File: src/rtl/if_id_stall_ctrl.sv
// rtl/if_id_stall_ctrl.sv - IF/ID pipeline register with load-use stall and branch flush control
module if_id_stall_ctrl #(
  parameter logic [31:0] NOP_INSTR = 32'hD503201F,
  parameter int          MAX_STALL = 2,
  parameter int          CNT_W     = 32
) (
  input  logic             clk,
  input  logic             reset,
  input  logic             stall,
  input  logic             flush,
  input  logic [63:0]      if_pc,
  input  logic [31:0]      if_instr,
  input  logic             if_valid,
  input  logic             reg2loc,
  output logic             pc_write_en,
  output logic [63:0]      id_pc,
  output logic [31:0]      id_instr,
  output logic             id_valid,
  output logic [4:0]       id_rs1,
  output logic [4:0]       id_rs2,
  output logic             id_ex_bubble,
  output logic             id_ex_flush,
  output logic             stall_err,
  output logic [CNT_W-1:0] stall_count
);

  // hold_cnt only needs to reach MAX_STALL, where it saturates
  localparam int                HOLD_W   = $clog2(MAX_STALL + 1);
  localparam logic [HOLD_W-1:0] HOLD_MAX = HOLD_W'(MAX_STALL);
  localparam logic [HOLD_W-1:0] HOLD_ONE = HOLD_W'(1);
  localparam logic [CNT_W-1:0]  CNT_ONE  = CNT_W'(1);
  localparam logic [CNT_W-1:0]  CNT_MAX  = {CNT_W{1'b1}};

  typedef enum logic {
    RUN  = 1'b0,
    HOLD = 1'b1
  } state_t;

  state_t            state;
  state_t            state_next;
  logic [HOLD_W-1:0] hold_cnt;
  logic [HOLD_W-1:0] hold_cnt_next;
  logic              stall_err_next;
  logic [HOLD_W:0]   hold_inc;
  logic              eff_stall;

  // A bubble never stalls, and a taken branch overrides any stall request
  assign eff_stall = stall & id_valid & ~flush;

  // Control outputs react in the same cycle as stall/flush
  assign pc_write_en  = ~eff_stall;
  assign id_ex_bubble = eff_stall;
  assign id_ex_flush  = flush;

  // Source register fields for the hazard unit; reg2loc picks the store/CBZ form
  assign id_rs1 = id_instr[9:5];
  assign id_rs2 = reg2loc ? id_instr[4:0] : id_instr[20:16];

  assign hold_inc = {1'b0, hold_cnt} + {{HOLD_W{1'b0}}, 1'b1};

  // IF/ID latch: flush loads a NOP bubble, stall holds, otherwise capture IF
  always_ff @(posedge clk or posedge reset) begin
    if (reset) begin
      id_pc    <= 64'd0;
      id_instr <= NOP_INSTR;
      id_valid <= 1'b0;
    end else if (flush) begin
      id_pc    <= if_pc;
      id_instr <= NOP_INSTR;
      id_valid <= 1'b0;
    end else if (!eff_stall) begin
      id_pc    <= if_pc;
      id_instr <= if_instr;
      id_valid <= if_valid;
    end
  end

  // Stall-tracking FSM state, duration counter and sticky error flag
  always_ff @(posedge clk or posedge reset) begin
    if (reset) begin
      state     <= RUN;
      hold_cnt  <= '0;
      stall_err <= 1'b0;
    end else begin
      state     <= state_next;
      hold_cnt  <= hold_cnt_next;
      stall_err <= stall_err_next;
    end
  end

  // Next-state logic: RUN enters HOLD on a stall, HOLD leaves as soon as the stall ends
  always_comb begin
    state_next     = state;
    hold_cnt_next  = hold_cnt;
    stall_err_next = stall_err;
    case (state)
      RUN: begin
        if (eff_stall) begin
          state_next    = HOLD;
          hold_cnt_next = HOLD_ONE;
        end
      end
      HOLD: begin
        if (eff_stall) begin
          state_next = HOLD;
          if (hold_inc >= {1'b0, HOLD_MAX}) begin
            hold_cnt_next  = HOLD_MAX;
            stall_err_next = 1'b1;
          end else begin
            hold_cnt_next = hold_inc[HOLD_W-1:0];
          end
        end else begin
          state_next    = RUN;
          hold_cnt_next = '0;
        end
      end
      default: begin
        state_next    = RUN;
        hold_cnt_next = '0;
      end
    endcase
  end

  // Saturating count of every stalled cycle; never wraps back to zero
  always_ff @(posedge clk or posedge reset) begin
    if (reset) begin
      stall_count <= '0;
    end else if (eff_stall && (stall_count != CNT_MAX)) begin
      stall_count <= stall_count + CNT_ONE;
    end
  end

endmodule

File: config.mk
export PLATFORM = sky130hd
export DESIGN_NAME = if_id_stall_ctrl
export DESIGN_NICKNAME = d
export VERILOG_FILES = /design/src/rtl/if_id_stall_ctrl.sv
export SDC_FILE = /design/constraint.sdc
export NUM_CORES = 1
export LEC_CHECK = 0
export ABC_AREA = 1
export CELL_PAD_IN_SITES_DETAIL_PLACEMENT = 1
export CELL_PAD_IN_SITES_GLOBAL_PLACEMENT = 2
export CORE_ASPECT_RATIO = 0.8
export CORE_MARGIN = 2
export CORE_UTILIZATION = 34
export CTS_CLUSTER_DIAMETER = 100
export DETAILED_ROUTE_END_ITERATION = 10
export DONT_BUFFER_PORTS = 1
export PLACE_DENSITY = 0.87
export SLEW_MARGIN = 30
export SYNTH_ARGS = -nofsm -noshare
export SYNTH_HDL_FRONTEND = slang
export SYNTH_SLANG_ARGS = --single-unit
export TNS_END_PERCENT = 50
File: constraint.sdc
create_clock -name clk -period 4.64 [get_ports clk]
set_input_delay 0.464 -clock clk [delete_from_list [all_inputs] [get_ports clk]]
set_output_delay 0.464 -clock clk [all_outputs]
set_load 0.02 [all_outputs]
==> results_dict.tcl <==
set metrics [dict create \
    n_fill_cell 2119 \
    synth_area_um2 6110 \
    h-tree-depth 4 \
    finalNetCount 885 \
    power_mw 2.94 \
    ir_drop_mv 0.222 \
    drive_gt1_frac 0.0780 \
    dr.pass1.iters 4 \
    cts_buffers 17 \
    slew_violations 0 \
    ios 245 \
    seqCellArea_um2 3340 \
    crit_chain "ha_1, inv_2, nor2_4, nand2_4, nor2_4, nand2_2, nand2_8, inv_6, nand2_1, nand2_1" \
    start_util 0.349 \
    critPathRequiredTime_ns 4.95 \
    postSynthCellCount 793 \
    fin_crit_sh 0.479 \
    timing.setup.tns_ns 0 \
    hold_slack_ns 0.0103 \
    synth_most_common_cell "nand2_1" \
    power_density_nw_per_um2 430 \
    clock_skew_ns 0.0107 \
    grt_max_degree 103 \
    fp.coreArea_um2 17500 \
    num_vias 4885 \
    multiInputGateArea_um2 2430 \
    final_area_um2 6830 \
    post_drt_wl_per_cell_um 17.8 \
    design.die.area_um2 19100 \
    fp.dieW_um 154 \
    cts_sinks 133 \
    numPortBuffers 0 \
    num_rows 43 \
    antenna_cells 0 \
    critPathKind "flop to flop" \
    avgSynthCellArea_um2 7.71 \
    endpoint_kind "flop" \
    status "completed" \
    grt_use_total 0.195 \
    hold_viol 0 \
    max-slew-margin-rel 0.513 \
    place_ws_ns 2.40 \
    clk_latency_ns 0.42 \
    worst_slew_pin_slew_ns 0.730 \
    grt_pass1_vias 5271 \
    critPathMaxStageDelay_ns 0.58 \
    synth_flop_cell "dfrtp_1" \
    synth_common_cells "nand2_1 (448), dfrtp_1 (120), nor2_1 (53), nand3_1 (35), inv_1 (32)" \
    reg2reg_to "stall_count[12]" \
    synthTopCellsByArea "dfrtp_1 (49%), nand2_1 (28%), dfstp_2 (5.6%)" \
    reg2reg_setup_slack_ns 2.42 \
    placed_area_um2 6240 \
    leakage_nw 3.33 \
    die_y_um 124 \
    hold_buffers 0 \
    critPathArrivalTime_ns 2.54 \
    hold_class "input pin to async pin" \
    place_inst 988 \
    synth_edf_count 0 \
    synth_nets 896 \
    detail-route-antenna-nets 0 \
    seq_area_frac_synth 0.547 \
    critPathLaunchType "flop" \
    critPathMaxFanout 35 \
    dp_hpwl_um 13000 \
    cts_tree "built" \
    wirelength_um 18100 \
    vias_per_cell 4.79 \
    grt_first_pass_wirelength_um 28800 \
    async_flop_share 1.00 \
    clk_pin_slew_ns 0.07 \
    cts.repair.resized 0 \
    antenna_found_initial 0 \
    yosysTopAreaCellShare 0.491 \
    clk_path_buf_depth 2 \
    cts_root_buffer "clkbuf_16" \
    maxCapViolations 0 \
    synth_largest_area_cell "dfrtp_1" \
    r2r_start "stall_count[0]" \
    yosysUniqueCellTypes 24 \
    drt_iter0_drc 282 \
    rr_worst_depth 10 \
    utilization 0.391 \
    fin_ws_ns 2.42 \
    routabilityCongestion 0.759 \
    syn_to_final_growth_pct 11.8 \
    instances_no_fill 1020 \
    cts_setup_buffers 0 \
    setup_viol 0 \
    rsz0062_at_grt "false" \
    ys_ff_latch 133 \
    grt-ovfl-total 0 \
    fmax_mhz 449 \
    yosys_warnings 0 \
    slowest_stage "dfrtp_1" \
    drc 0 \
    finalCriticalPeriod_ns 2.22 \
]
[kinds of logic (layout without fill, tap and decap cells)]
logic type	after synthesis	in the layout	share of synthesized area
adder cells (fa/ha/maj)	1	1	0.00205
AO/OA/AOI/OAI	32	32	0.0270
AND/OR/NAND/NOR	544	544	0.350
XOR/XNOR	13	13	0.0186
flip-flops	133	133	0.547
buffers and inverters	70	72	0.0549
[critical path: cells and delay by family, from the launching register on]
kind,cells,cell delay [ns]
and+or+nand+nor,7,0.90
DFF,1,0.58
adders and majority gates,1,0.37
buffers and inverters,2,0.24
[sequential cells by signal, indices dropped and copies added (netlist names)]
| name | flops |
|---|---|
| hold_cnt | 2 |
| id_instr | 32 |
| id_pc | 64 |
| id_valid | 1 |
| stall_count | 32 |
| stall_err | 1 |
| state | 1 |
[how the worst max path moves through the flow]
stage               cells past startpoint  slack [ns]           start         endpoint
floorplan                               1        0.64           reset      hold_cnt[0]
finish                                 10        2.42  stall_count[0]  stall_count[12]
global placement                       10        2.48  stall_count[0]  stall_count[21]
global route                           10        2.20  stall_count[0]   stall_count[1]
detailed placement                     10        2.40  stall_count[0]  stall_count[11]
CTS                                    10        2.38  stall_count[0]  stall_count[12]
[report_power, final]
| group | internal [mW] | total [mW] | switching [mW] |
|---|---|---|---|
| registers | 1.24 | 1.42 | 0.176 |
| logic | 0.0516 | 0.171 | 0.120 |
| clock network | 0.762 | 1.35 | 0.588 |
[routing by layer]
| metal | GRT usage | vias to the layer above | share of wire |
|---|---|---|---|
| li1 | - | 2385 | - |
| met1 | 0.247 | 2333 | 0.44 |
| met2 | 0.311 | 152 | 0.47 |
| met3 | 0.0769 | 15 | 0.082 |
| met4 | 0.0567 | 0 | 0.011 |
| met5 | 0 | - | 0 |
[layout by cell type, fill, tap and decap left out]
cell,netlist,routed
o21ai_0,16,16
nor2_2,1,1
dfstp_2,13,13
nand2_4,1,1
nand2_1,448,448
buf_4,6,5
clkbuf_16,0,17
nand2_2,2,2
inv_2,2,2
o21a_1,1,1
xor2_1,8,8
inv_1,32,31
inv_6,1,4
nand3_1,35,35
nor2_4,3,3
o31ai_1,1,1
clkinvlp_4,0,4
clkinv_8,0,1
bufinv_16,0,1
a21oi_1,14,14
nor2_1,53,53
dfrtp_1,120,120
clkinv_4,0,2
ha_1,1,1
nand2_8,1,1
xnor2_1,5,5
inv_8,0,5
[area by class of cell]
type,count,share of cell area
Clock inverter,15,0.0242
Tap cell,225,0.0412
Sequential cell,133,0.490
Inverter,35,0.0211
Timing Repair Buffer,5,0.00550
Multi-Input combinational cell,590,0.356
Clock buffer,17,0.0623
Note: power is estimated with default switching activity, not from simulation.
